File: config.mk
export PLATFORM = sky130hd
export DESIGN_NAME = pulse_event_arbiter
export DESIGN_NICKNAME = d
export VERILOG_FILES = /design/src/rtl/pulse_event_arbiter_pkg.sv /design/src/rtl/pulse_event_arbiter_rr_priority_select.sv /design/src/rtl/pulse_event_arbiter.sv
export SDC_FILE = /design/constraint.sdc
export NUM_CORES = 1
export LEC_CHECK = 0
export BUFFER_PORTS_ARGS = -buffer_cell sky130_fd_sc_hd__buf_4
export CAP_MARGIN = 20
export CORE_MARGIN = 1
export CORE_UTILIZATION = 30
export CTS_CLUSTER_DIAMETER = 200
export CTS_CLUSTER_SIZE = 25
export DETAILED_ROUTE_END_ITERATION = 10
export PLACE_DENSITY = 0.68
export SLEW_MARGIN = 40
export SYNTH_ARGS = -nofsm -noshare
export SYNTH_HDL_FRONTEND = slang
export SYNTH_HIERARCHICAL = 1
export SYNTH_SLANG_ARGS = --single-unit
File: constraint.sdc
create_clock -name ul1Clock -period 3.9 [get_ports ul1Clock]
set_clock_uncertainty 0.05 [all_clocks]
set_input_delay 0.39 -clock ul1Clock [delete_from_list [all_inputs] [get_ports ul1Clock]]
set_output_delay 0.39 -clock ul1Clock [all_outputs]
set_load 0.02 [all_outputs]
File: src/rtl/pulse_event_arbiter_pkg.sv
// Shared types, defaults and helpers for the pulse event arbiter.
// Optional drop counters are compiled in with PULSE_EVENT_ARBITER_DROP_CNT_EN.
package pulse_event_arbiter_pkg;

  // Two-state offer FSM: nothing offered, or one event held for the consumer.
  typedef enum logic [0:0] {
    S_IDLE  = 1'b0,
    S_OFFER = 1'b1
  } arbState_t;

  localparam int DEFAULT_NUM_REQ = 4;
  localparam int DEFAULT_CNT_W   = 8;

  // Widest counter the saturation helper handles; narrower counters are
  // zero-extended into it and truncated back by the caller.
  localparam int MAX_CNT_W = 32;

  // Increment a counter value, sticking at maxVal instead of wrapping.
  function automatic logic [MAX_CNT_W-1:0] satInc(
    input logic [MAX_CNT_W-1:0] value,
    input logic [MAX_CNT_W-1:0] maxVal
  );
    logic [MAX_CNT_W-1:0] result;
    if (value >= maxVal) begin
      result = maxVal;
    end else begin
      result = value + 32'd1;
    end
    return result;
  endfunction

endpackage

File: src/rtl/pulse_event_arbiter_rr_priority_select.sv
// Round-robin selector: finds the first set request strictly after the
// last-granted index, wrapping around. Purely combinational.
module rr_priority_select #(
  parameter int NUM_REQ = 4,
  parameter int IDX_W   = $clog2(NUM_REQ)
) (
  input  logic [NUM_REQ-1:0] reqVec,
  input  logic [IDX_W-1:0]   lastGrant,
  output logic               found,
  output logic [IDX_W-1:0]   index
);

  int              cand;
  logic [IDX_W-1:0] candIdx;

  // Walk the requesters starting one past the last grant; first hit wins.
  always_comb begin
    found   = 1'b0;
    index   = '0;
    cand    = 0;
    candIdx = '0;
    for (int k = 1; k <= NUM_REQ; k++) begin
      cand    = (int'(lastGrant) + k) % NUM_REQ;
      candIdx = IDX_W'(cand);
      if (!found && reqVec[candIdx]) begin
        found = 1'b1;
        index = candIdx;
      end else begin
        index = index;
      end
    end
  end

endmodule

File: src/rtl/pulse_event_arbiter.sv
// Pulse event arbiter: latches single-cycle pulses as pending flags and offers
// them one at a time to a valid/ready consumer in round-robin order.
// Optional per-requester drop counters: define PULSE_EVENT_ARBITER_DROP_CNT_EN.
module pulse_event_arbiter
  import pulse_event_arbiter_pkg::*;
#(
  parameter int NUM_REQ = DEFAULT_NUM_REQ,
  parameter int CNT_W   = DEFAULT_CNT_W
) (
  input  logic                       ul1Clock,
  input  logic                       ul1Reset,
  input  logic [NUM_REQ-1:0]         ulvPulseIn,
  input  logic [NUM_REQ-1:0]         ulvEnable,
  output logic                       ul1EventValid,
  input  logic                       ul1EventReady,
  output logic [$clog2(NUM_REQ)-1:0] ulvEventId,
  output logic [NUM_REQ-1:0]         ulvPending,
  input  logic                       ul1DropClear,
  output logic [NUM_REQ*CNT_W-1:0]   ulvDropCnt
);

  localparam int IDX_W = $clog2(NUM_REQ);

  arbState_t          stateR;
  logic               validR;
  logic [IDX_W-1:0]   idR;
  logic [IDX_W-1:0]   lastGrantR;
  logic [NUM_REQ-1:0] pendingR;

  logic [NUM_REQ-1:0] pendingNext;
  logic [NUM_REQ-1:0] pulseEnS;
  logic [NUM_REQ-1:0] offerMaskS;
  logic [NUM_REQ-1:0] acceptMaskS;
  logic [NUM_REQ-1:0] reqVecS;
  logic               selFoundS;
  logic [IDX_W-1:0]   selIndexS;

  // Decode which requester is offered/accepted and the next pending flags.
  always_comb begin
    pulseEnS    = ulvPulseIn & ulvEnable;
    offerMaskS  = '0;
    acceptMaskS = '0;
    pendingNext = pendingR;
    for (int i = 0; i < NUM_REQ; i++) begin
      offerMaskS[i]  = (stateR == S_OFFER) && (idR == IDX_W'(i));
      acceptMaskS[i] = offerMaskS[i] && ul1EventReady;
      if (pulseEnS[i]) begin
        // A fresh pulse always wins, even in the cycle its old event is accepted.
        pendingNext[i] = 1'b1;
      end else if (acceptMaskS[i]) begin
        pendingNext[i] = 1'b0;
      end else if (!ulvEnable[i] && !offerMaskS[i]) begin
        // Disabled requesters are flushed unless their event is on the bus.
        pendingNext[i] = 1'b0;
      end else begin
        pendingNext[i] = pendingR[i];
      end
    end
    // Only enabled requesters compete, so a flag being flushed is never offered.
    reqVecS = pendingR & ulvEnable;
  end

  rr_priority_select #(
    .NUM_REQ (NUM_REQ),
    .IDX_W   (IDX_W)
  ) u_rrSelect (
    .reqVec    (reqVecS),
    .lastGrant (lastGrantR),
    .found     (selFoundS),
    .index     (selIndexS)
  );

  // Pending flag register.
  always_ff @(posedge ul1Clock) begin
    if (ul1Reset) begin
      pendingR <= '0;
    end else begin
      pendingR <= pendingNext;
    end
  end

  // Offer FSM: pick a winner when idle, hold it stable until accepted.
  always_ff @(posedge ul1Clock) begin
    if (ul1Reset) begin
      stateR     <= S_IDLE;
      validR     <= 1'b0;
      idR        <= '0;
      lastGrantR <= IDX_W'(NUM_REQ - 1);
    end else begin
      case (stateR)
        S_IDLE: begin
          if (selFoundS) begin
            idR    <= selIndexS;
            validR <= 1'b1;
            stateR <= S_OFFER;
          end
        end
        S_OFFER: begin
          if (ul1EventReady) begin
            lastGrantR <= idR;
            validR     <= 1'b0;
            stateR     <= S_IDLE;
          end
        end
        default: begin
          validR <= 1'b0;
          stateR <= S_IDLE;
        end
      endcase
    end
  end

  assign ul1EventValid = validR;
  assign ulvEventId    = idR;
  assign ulvPending    = pendingR;

`ifdef PULSE_EVENT_ARBITER_DROP_CNT_EN
  logic [NUM_REQ-1:0]       dropS;
  logic [CNT_W-1:0]         dropCntR [NUM_REQ];
  logic [CNT_W-1:0]         dropIncS [NUM_REQ];
  logic [NUM_REQ*CNT_W-1:0] dropCntPackedS;

  // A drop is a pulse landing on a flag that is already set and not being accepted.
  always_comb begin
    dropS          = pulseEnS & pendingR & ~acceptMaskS;
    dropCntPackedS = '0;
    for (int i = 0; i < NUM_REQ; i++) begin
      dropIncS[i] = CNT_W'(satInc(MAX_CNT_W'(dropCntR[i]), MAX_CNT_W'({CNT_W{1'b1}})));
      dropCntPackedS[i*CNT_W +: CNT_W] = dropCntR[i];
    end
  end

  // Saturating drop counters; a clear discards any drop in the same cycle.
  always_ff @(posedge ul1Clock) begin
    if (ul1Reset || ul1DropClear) begin
      for (int i = 0; i < NUM_REQ; i++) begin
        dropCntR[i] <= '0;
      end
    end else begin
      for (int i = 0; i < NUM_REQ; i++) begin
        if (dropS[i]) begin
          dropCntR[i] <= dropIncS[i];
        end
      end
    end
  end

  assign ulvDropCnt = dropCntPackedS;
`else
  logic unusedDropClear;

  assign unusedDropClear = ul1DropClear;
  assign ulvDropCnt      = '0;
`endif

endmodule

==> results of run 1 <==
## worst reg2reg max path, stage by stage (launching register included)
cell,delay [ns]
dfxtp_1,0.35
and2_1,0.21
nor2_1,0.09
nand2_1,0.06
nor2b_1,0.33
mux2i_1,0.23
nor2_1,0.06
## per-stage QoR
step | instance area (um^2) | total power [W]
final | 845 | 0.000276
after global routing | 845 | 0.000290
after CTS | 845 | 0.000277
after detailed placement | 808 | 0.000184
after global placement | 808 | 0.000183
after floorplan | 902 | 0.000192
## power groups by stage
stage	combinational (W)	sequential [W]	clock [W]
2_1_floorplan	0.0000739	0.000118	0
3_3_place_gp	0.0000668	0.000116	0
3_5_place_dp	0.0000677	0.000117	0
4_1_cts	0.0000679	0.000114	0.0000950
5_1_grt	0.0000753	0.000115	0.000100
6_report	0.0000681	0.000115	0.0000933
## sequential cells by signal, summed over array words and instances, names as in the netlist
register       flops
lastGrantR         2
stateR             1
ul1EventValid      1
ulvEventId         2
ulvPending         4
## Yosys cell counts (2+ instances only)
master,count
dfxtp_1,10
nor2_1,8
a31oi_1,4
buf_4,33
and2_1,4
nand2_1,5
mux2i_1,3
a21oi_1,5
a211o_1,2
inv_1,5
nand2b_1,3
## cells by family (layout without fill, tap and decap cells)
kind of cell | after synthesis | after routing | synth area share, %
buffers and inverters | 39 | 26 | 35.4
and+or+nand+nor | 26 | 26 | 17.4
AOI/OAI and AO/OA | 19 | 19 | 17.5
DFF | 10 | 10 | 25.5
muxes | 3 | 3 | 3.82
other | 1 | 32 | 0.477
## per-layer routing
| metal | vias to the layer above | track usage [%] |
|---|---|---|
| met5 | - | 0 |
| met4 | 0 | 4.39 |
| met3 | 0 | 2.01 |
| met2 | 26 | 18.8 |
| met1 | 311 | 9.76 |
| li1 | 299 | - |
## path summary, 6_finish.rpt
| kind | start | end | slack (ns) | cells past startpoint |
|---|---|---|---|---|
| setup / recovery | ulvPending[3]$_SDFFE_PP0P_ | ulvEventId[1]$_SDFFE_PP0P_ | 2.42 | 6 |
| setup reg to reg | ulvPending[3]$_SDFFE_PP0P_ | ulvEventId[1]$_SDFFE_PP0P_ | 2.42 | 6 |
| hold / removal | ul1Reset | ulvPending[2]$_SDFFE_PP0P_ | 0.32 | 2 |
| hold reg to reg | ulvPending[0]$_SDFFE_PP0P_ | ulvPending[0]$_SDFFE_PP0P_ | 0.45 | 2 |
## area by class of cell
class                      instances  area (um^2)
inverter                           5         18.8
clock buffer                       4         36.3
timing repair buffer              17          128
fill                             271         1630
sequential                        10          200
tap                               30         37.5
multi-input combinational         80          424
==> out/metrics.yaml, run 1 <==
antenna_found_initial: 0
layout_common_cells: "conb_1 (32), buf_4 (17), dfxtp_1 (10), nor2_1 (8)"
cts_tree: "done"
end_kind: "flip-flop"
final_nets: 129
status: "finished, final reports clean"
ys_seq_area_share_pct: 25.5
drive_gt1_share_pct: 21.6
ant_nets: 0
clockBufferDepth: 2
yosysUniqueCellTypes: 27
pwr-share-clk_pct: 33.8
drv_slew: 0
yosys_warnings: 6
cts_resized: 0
async_flop_share_pct: 0
worst-path-buf-inv: 0
gp_congestion: 0.803
grt_max_degree: 11
setup-violations-final: 0
synth_top_area_share_pct: 31.5
io_buffers: 17
syn2layout_area_growth_pct: 7.48
cpPeakStageDelay_ns: 0.35
start_util_pct: 31.7
switching_share_pct: 32.9
dp_worst_setup_slack_ns: 2.31
post_cts_buffers: 0
first_pass_iters: 4
rsz0062_at_grt: "no"
period_minus_slack_ns: 1.48
hold_buffers: 0
die_area_um2: 2830
cap_violations: 0
synth-seq-cells: 10
row_count: 18
wl_met2_um: 768
insertion_delay_ns: 0.26
final_common_cell: "conb_1"
hold_ws_ns: 0.321
postSynthAreaPerCell_um2: 8.02
wl_per_cell_um: 9.42
drc_errors: 0
yosys_most_used_dff: "dfxtp_1"
syn-instance-count: 98
ios: 51
clockRootBuffer: "clkbuf_4"
core_um2: 2480
dp_hpwl_um: 1120
postLayoutCoreUtil_pct: 34.1
die_h_um: 53.2
p_leak_nw: 0.406
hold_class: "primary input to flip-flop"
crit_family: "simple AND/OR/NAND/NOR gates"
critPathKind: "flip-flop to flip-flop"
clock_sinks: 10
fin_tns_setup_ns: 0
cp_common_cell: "nor2_1"
final.setup.worst_slack_ns: 2.42
dp.cells: 142
min_period_over_period_pct: 37.9
cts_inserted_buffers: 3
power_switching_w: 0.0000906
yosys.area.top_type: "buf_4"
combPwrFrac_pct: 24.7
path_clk_slew_ns: 0.07
cp_cell_sequence: "and2_1 > nor2_1 > nand2_1 > nor2b_1 > mux2i_1 > nor2_1"
top_layer_used: "met3"
intPower_w: 0.000185
grt_pass1_vias: 504
antennaDiodeCount: 0
arrival_ns: 1.58
final-instance-count-excl-fill: 146
synthTopCellsByArea: "buf_4 (32%), dfxtp_1 (25%), mux2i_1 (3.8%)"
critPathSlowestCell: "dfxtp_1"
drt_iter0_drc: 12
routed_wl_um: 1380
power.density_nw_per_um2: 327
vias_per_cell: 4.36
start_kind: "flip-flop"
dr_wl_met3_um: 67
m1WireLength_um: 539
htreeDepth: 1
max_freq_ghz: 0.676
p_seq_share_pct: 41.5
cp_data_required_time_ns: 4.00
grt_use_total_pct: 9.73
ir_worst_vdd_mv: 0.235
finalHoldViolations: 0
grt_pass1_wl_um: 2040
via_count: 636
crit_path_max_fanout: 4
chipWidth_um: 53.2
synth_edf_count: 0
overflow: 0
netlist_area_um2: 786
(Power assumes the default switching activity.)
==> inputs of run 2 (changes only) <==
--- a/config.mk
+++ b/config.mk
@@ -12,7 +12,7 @@
 export CTS_CLUSTER_DIAMETER = 200
 export CTS_CLUSTER_SIZE = 25
 export DETAILED_ROUTE_END_ITERATION = 10
-export PLACE_DENSITY = 0.68
+export PLACE_DENSITY = 0.71
 export SLEW_MARGIN = 40
 export SYNTH_ARGS = -nofsm -noshare
 export SYNTH_HDL_FRONTEND = slang
==> constraint.sdc (replaced) <==
create_clock -name ul1Clock -period 1.3 [get_ports ul1Clock]
set_clock_uncertainty 0.05 [all_clocks]
set_input_delay 0.13 -clock ul1Clock [delete_from_list [all_inputs] [get_ports ul1Clock]]
set_output_delay 0.13 -clock ul1Clock [all_outputs]
set_load 0.02 [all_outputs]
==> out/metrics.yaml, run 2 (synthesis gave the netlist of run 1 again) <==
status: "finished, final reports clean"
drt_iter0_drc: 4  # -8
min_period_over_period_pct: 97.4  # +59 points
max_freq_ghz: 0.790  # +17%
io_buffers: 17  # unchanged
grt_pass1_wl_um: 2280  # +12%
final_common_cell: "conb_1"
clockBufferDepth: 2  # unchanged
arrival_ns: 1.36  # -0.22 ns
hp-start: "ul1Reset"
row_count: 18  # unchanged
critPathSlowestCell: "dfxtp_2"
cp_cell_sequence: "and2_1 > buf_4 > a21oi_1 > a31oi_1 > a21oi_1 > mux2i_1 > nor2_1"
antennaDiodeCount: 0  # unchanged
clock_sinks: 10  # unchanged
die_h_um: 53.2  # unchanged
r2r_end: "ulvEventId[1]$_SDFFE_PP0P_"
clockRootBuffer: "clkbuf_4"
via_count: 650  # +2.2%
rsz0062_at_grt: "yes"
cts_inserted_buffers: 3  # unchanged
min_to: "ul1EventValid$_SDFFE_PP0P_"
grt_max_degree: 11  # unchanged
overflow: 0  # unchanged
htreeDepth: 1  # unchanged
wl_per_cell_um: 9.75  # +3.5%
end_kind: "flip-flop"
start_kind: "flip-flop"
critPathKind: "flip-flop to flip-flop"
dp_hpwl_um: 1210  # +8.1%
final_nets: 137  # +6.2%
postLayoutCoreUtil_pct: 37.3  # +3.2 points
hold_buffers: 0  # unchanged
rrSetupSlack_ns: 0.03  # -2.39 ns
crit_path_max_fanout: 3  # -1
vias_per_cell: 4.22  # -3.1%
path_clk_slew_ns: 0.07  # about the same
die_area_um2: 2830  # unchanged
ant_nets: 0  # unchanged
routed_wl_um: 1500  # +9.2%
finalHoldViolations: 0  # unchanged
worstHoldPathCells: 2  # unchanged
syn2layout_area_growth_pct: 17.5
r2r_start: "ulvPending[1]$_SDFFE_PP0P_"
drv_slew: 0  # unchanged
chipWidth_um: 53.2  # unchanged
core_um2: 2480  # unchanged
grt_pass1_vias: 563  # +12%
start_util_pct: 31.7  # unchanged
p_leak_nw: 0.457  # +12%
period_minus_slack_ns: 1.27  # -0.213 ns
cp_data_required_time_ns: 1.40  # -2.60 ns
drive_gt1_share_pct: 33.1  # +12 points
cpPeakStageDelay_ns: 0.34  # about the same
gp_congestion: 0.742  # -7.5%
antenna_found_initial: 0  # unchanged
largest_reg_flops: 4  # unchanged
cp_common_cell: "a21oi_1"
setup-violations-final: 0  # unchanged
insertion_delay_ns: 0.26  # about the same
ir_worst_vdd_mv: 0.505  # +110%
drc_errors: 0  # unchanged
hold_class: "primary input to flip-flop"
cap_violations: 0  # unchanged
fin_tns_setup_ns: 0  # unchanged
first_pass_iters: 4  # unchanged
power.density_nw_per_um2: 917  # +180%
worstRegToRegCells: 7  # +1
cts_tree: "done"
layout_common_cells: "conb_1 (32), buf_4 (25), nor2_1 (8)"
ios: 51  # unchanged
grt_use_total_pct: 11.4  # +1.7 points
-- run 2: critical path: cells and delay by family (launching register included) --
kind	cells	cell delay (ns)
mux	1	0.14
simple gates	2	0.19
buf+inv	1	0.12
compound gates	3	0.30
flops	1	0.34
-- run 2: worst max-delay path by stage --
stage / startpoint / end / slack [ns] / depth (start not counted)
floorplan: ulvPending[1]$_SDFFE_PP0P_ / ulvEventId[1]$_SDFFE_PP0P_ / 0.02 / 6
global placement: ulvPending[2]$_SDFFE_PP0P_ / ulvEventId[1]$_SDFFE_PP0P_ / 0.009 / 6
detailed placement: ulvPending[2]$_SDFFE_PP0P_ / ulvEventId[0]$_SDFFE_PP0P_ / -0.01 / 6
CTS: ulvPending[0]$_SDFFE_PP0P_ / ulvEventId[1]$_SDFFE_PP0P_ / 0.01 / 7
global route: ulvPending[2]$_SDFFE_PP0P_ / ulvEventId[0]$_SDFFE_PP0P_ / -0.05 / 6
finish: ulvPending[1]$_SDFFE_PP0P_ / ulvEventId[1]$_SDFFE_PP0P_ / 0.03 / 7
-- run 2: metal layers --
metal / vias to the layer above / routed length [um] / global-route usage (%)
li1: 317 / - / -
met1: 304 / 543 / 11.1
met2: 27 / 878 / 20.7
met3: 2 / 66 / 2.87
met4: 0 / 12 / 7.89
met5: - / 0 / 0
-- run 2: cell type report --
type / count / area, um^2
Fill cell: 250 / 1550
Multi-Input combinational cell: 80 / 437
Timing Repair Buffer: 25 / 188
Sequential cell: 10 / 206
Tap cell: 30 / 37.5
Inverter: 5 / 18.8
Clock buffer: 4 / 36.3
-- run 2: what timing repair did --
| item | CTS | global route |
|---|---|---|
| gates resized for setup | 1 | 2 |
| setup buffers | 0 | 2 |
| endpoints found under the hold margin | 0 | 0 |
| pin swaps | 0 | 0 |
| endpoints found under the setup margin | 2 | 2 |
-- run 2: where the power goes --
part | switching, W | internal, W
Clock | 0.000105 | 0.000170
Combinational | 0.000153 | 0.0000792
Sequential | 0.0000151 | 0.000324
Total | 0.000273 | 0.000573
-- run 2: stage by stage --
step	setup WS (ns)	total power (W)	instance area [um^2]	cells	hold WS [ns]
after floorplan	0.0163	0.000579	911	129	0.208
after global placement	0.00947	0.000562	862	148	0.330
after detailed placement	-0.0133	0.000568	862	148	0.337
after CTS	0.0138	0.000848	901	152	0.0571
after global routing	-0.0456	0.000898	923	154	0.0619
final	0.0340	0.000847	923	154	0.0664
==> inputs of run 3 (changes only) <==
--- a/config.mk
+++ b/config.mk
@@ -12,6 +12,8 @@
 export CTS_CLUSTER_DIAMETER = 200
 export CTS_CLUSTER_SIZE = 25
 export DETAILED_ROUTE_END_ITERATION = 10
+export HOLD_SLACK_MARGIN = 0.06
+export MAX_ROUTING_LAYER = met4
 export PLACE_DENSITY = 0.71
 export SLEW_MARGIN = 40
 export SYNTH_ARGS = -nofsm -noshare
==> out/metrics.yaml, run 3 (synthesis gave the netlist of run 1 again) <==
status: "finished, final reports clean"
power_switching_w: 0.000274  # +0.33%
final_nets: 139  # +1.5%
dp.cells: 148  # unchanged
switching_share_pct: 32.2  # -0.050 points
finalHoldViolations: 0  # unchanged
drc_errors: 0  # unchanged
multiInputGateArea_um2: 437  # unchanged
arrival_ns: 1.37  # about the same
max_freq_ghz: 0.796  # +0.71%
htreeDepth: 1  # unchanged
power.density_nw_per_um2: 904  # -1.4%
clockBufferDepth: 2  # unchanged
period_minus_slack_ns: 1.26  # -0.00896 ns
syn2layout_area_growth_pct: 19.7
die_h_um: 53.2  # unchanged
start_kind: "flip-flop"
largest_reg_flops: 4  # unchanged
chipWidth_um: 53.2  # unchanged
first_pass_iters: 4  # unchanged
antennaDiodeCount: 0  # unchanged
cts_inserted_buffers: 3  # unchanged
clockRootBuffer: "clkbuf_4"
gp_congestion: 0.752  # +1.3%
final-instance-count-excl-fill: 156  # +1.3%
grt_max_degree: 11  # unchanged
cap_violations: 0  # unchanged
r2r_start: "ulvPending[3]$_SDFFE_PP0P_"
final_common_cell: "conb_1"
ios: 51  # unchanged
core_um2: 2480  # unchanged
postLayoutCoreUtil_pct: 38.0  # +0.71 points
ir_worst_vdd_mv: 0.503  # -0.30%
antenna_found_initial: 0  # unchanged
grt_pass1_wl_um: 2330  # +2.1%
die_area_um2: 2830  # unchanged
overflow: 0  # unchanged
ant_nets: 0  # unchanged
drt_iter0_drc: 4  # unchanged
io_buffers: 17  # unchanged
regArea_um2: 206  # unchanged
finalInstanceArea_um2: 941  # +1.9%
rsz0062_at_grt: "yes"
drv_slew: 0  # unchanged
fill_cells: 252  # +0.80%
cts_tree: "done"
start_util_pct: 31.7  # unchanged
via_count: 657  # +1.1%
dpl_cell_area_um2: 862  # unchanged
min_to: "ul1EventValid$_SDFFE_PP0P_"
combPwrFrac_pct: 27.9  # +0.4 points
p_leak_nw: 0.466  # +2.1%
r2r_end: "ulvEventId[0]$_SDFFE_PP0P_"
intPower_w: 0.000576  # +0.56%
setup-violations-final: 0  # unchanged
cp_data_required_time_ns: 1.41  # about the same
rrSetupSlack_ns: 0.04  # about the same
layout_common_cells: "conb_1 (32), buf_4 (26), nor2_1 (8)"
clock_sinks: 10  # unchanged
p_seq_share_pct: 39.9  # -0.2 points
pwr-share-clk_pct: 32.3  # about the same
hp-start: "ul1Reset"
end_kind: "flip-flop"
critPathKind: "flip-flop to flip-flop"
dp_hpwl_um: 1210  # unchanged
row_count: 18  # unchanged
wl_per_cell_um: 9.88  # +1.4%
worstHoldPathCells: 2  # unchanged
grt_pass1_vias: 566  # +0.53%
path_clk_slew_ns: 0.07  # about the same
min_period_over_period_pct: 96.7  # -0.69 points
worstRegToRegCells: 6  # -1
routed_wl_um: 1540  # +2.7%
totalPowerFinal_w: 0.000851  # +0.49%
crit_path_max_fanout: 3  # unchanged
hold_class: "primary input to flip-flop"
grt_use_total_pct: 12.0  # +0.60 points
drive_gt1_share_pct: 33.3  # +0.27 points
vias_per_cell: 4.21  # -0.22%
insertion_delay_ns: 0.26  # about the same
-- run 3: cell types whose count changed in the layout (fill, tap and decap cells not counted) --
cell / before / now
dlygate4sd3_1: 0 / 1
buf_4: 25 / 26
-- run 3: how the worst max path moves through the flow --
stage                                from                          to  slack [ns]  cells after the start
6_report       ulvPending[3]$_SDFFE_PP0P_  ulvEventId[0]$_SDFFE_PP0P_        0.04                      6
3_3_place_gp   ulvPending[2]$_SDFFE_PP0P_  ulvEventId[1]$_SDFFE_PP0P_       0.009                      6
3_5_place_dp   ulvPending[2]$_SDFFE_PP0P_  ulvEventId[0]$_SDFFE_PP0P_       -0.01                      6
2_1_floorplan  ulvPending[1]$_SDFFE_PP0P_  ulvEventId[1]$_SDFFE_PP0P_        0.02                      6
5_1_grt        ulvPending[0]$_SDFFE_PP0P_  ulvEventId[1]$_SDFFE_PP0P_       -0.05                      7
4_1_cts        ulvPending[0]$_SDFFE_PP0P_  ulvEventId[1]$_SDFFE_PP0P_        0.01                      7
-- run 3: critical path: stages, from the launching register on --
cell,delay (ns)
dfxtp_2,0.32
and2_1,0.15
buf_4,0.14
mux2i_1,0.17
o221ai_2,0.13
mux2i_1,0.14
nor2_1,0.05
-- run 3: power by group through the flow --
stage	registers, W	clock network, W	logic (W)
floorplan	0.000356	0	0.000223
global placement	0.000345	0	0.000218
detailed placement	0.000346	0	0.000221
CTS	0.000339	0.000286	0.000225
global route	0.000340	0.000302	0.000261
finish	0.000339	0.000274	0.000237
-- run 3: metal layers --
metal	share of wire [%]	up-vias	routed length, um	track usage, %
met3	4.0	2	62	2.87
met2	59	25	903	21.3
li1	-	321	-	-
met4	0.78	0	12	7.89
met1	37	309	563	11.5
met5	0	-	0	-
-- run 3: per-stage QoR --
stage	setup WS (ns)	hold WS, ns	TNS [ns]
global route	-0.0454	0.0661	-0.0903
finish	0.0430	0.0662	0
global placement	0.00947	0.330	0
CTS	0.0138	0.0609	0
floorplan	0.0163	0.208	0
detailed placement	-0.0133	0.337	-0.0154
-- run 3: final cells by class --
cell class	instances	area share, %
Multi-Input combinational cell	80	46.4
Clock buffer	4	3.86
Sequential cell	10	21.9
Inverter	5	1.99
Timing Repair Buffer	27	21.8
Tap cell	30	3.99
-- run 3: timing repair --
| action | CTS | global route |
|---|---|---|
| endpoints found under the setup margin | 2 | 2 |
| hold buffers | 1 | 0 |
| hold endpoints to repair | 1 | 0 |
| pin swaps | 0 | 1 |
| buffers inserted | 0 | 3 |
| resized for setup | 1 | 2 |
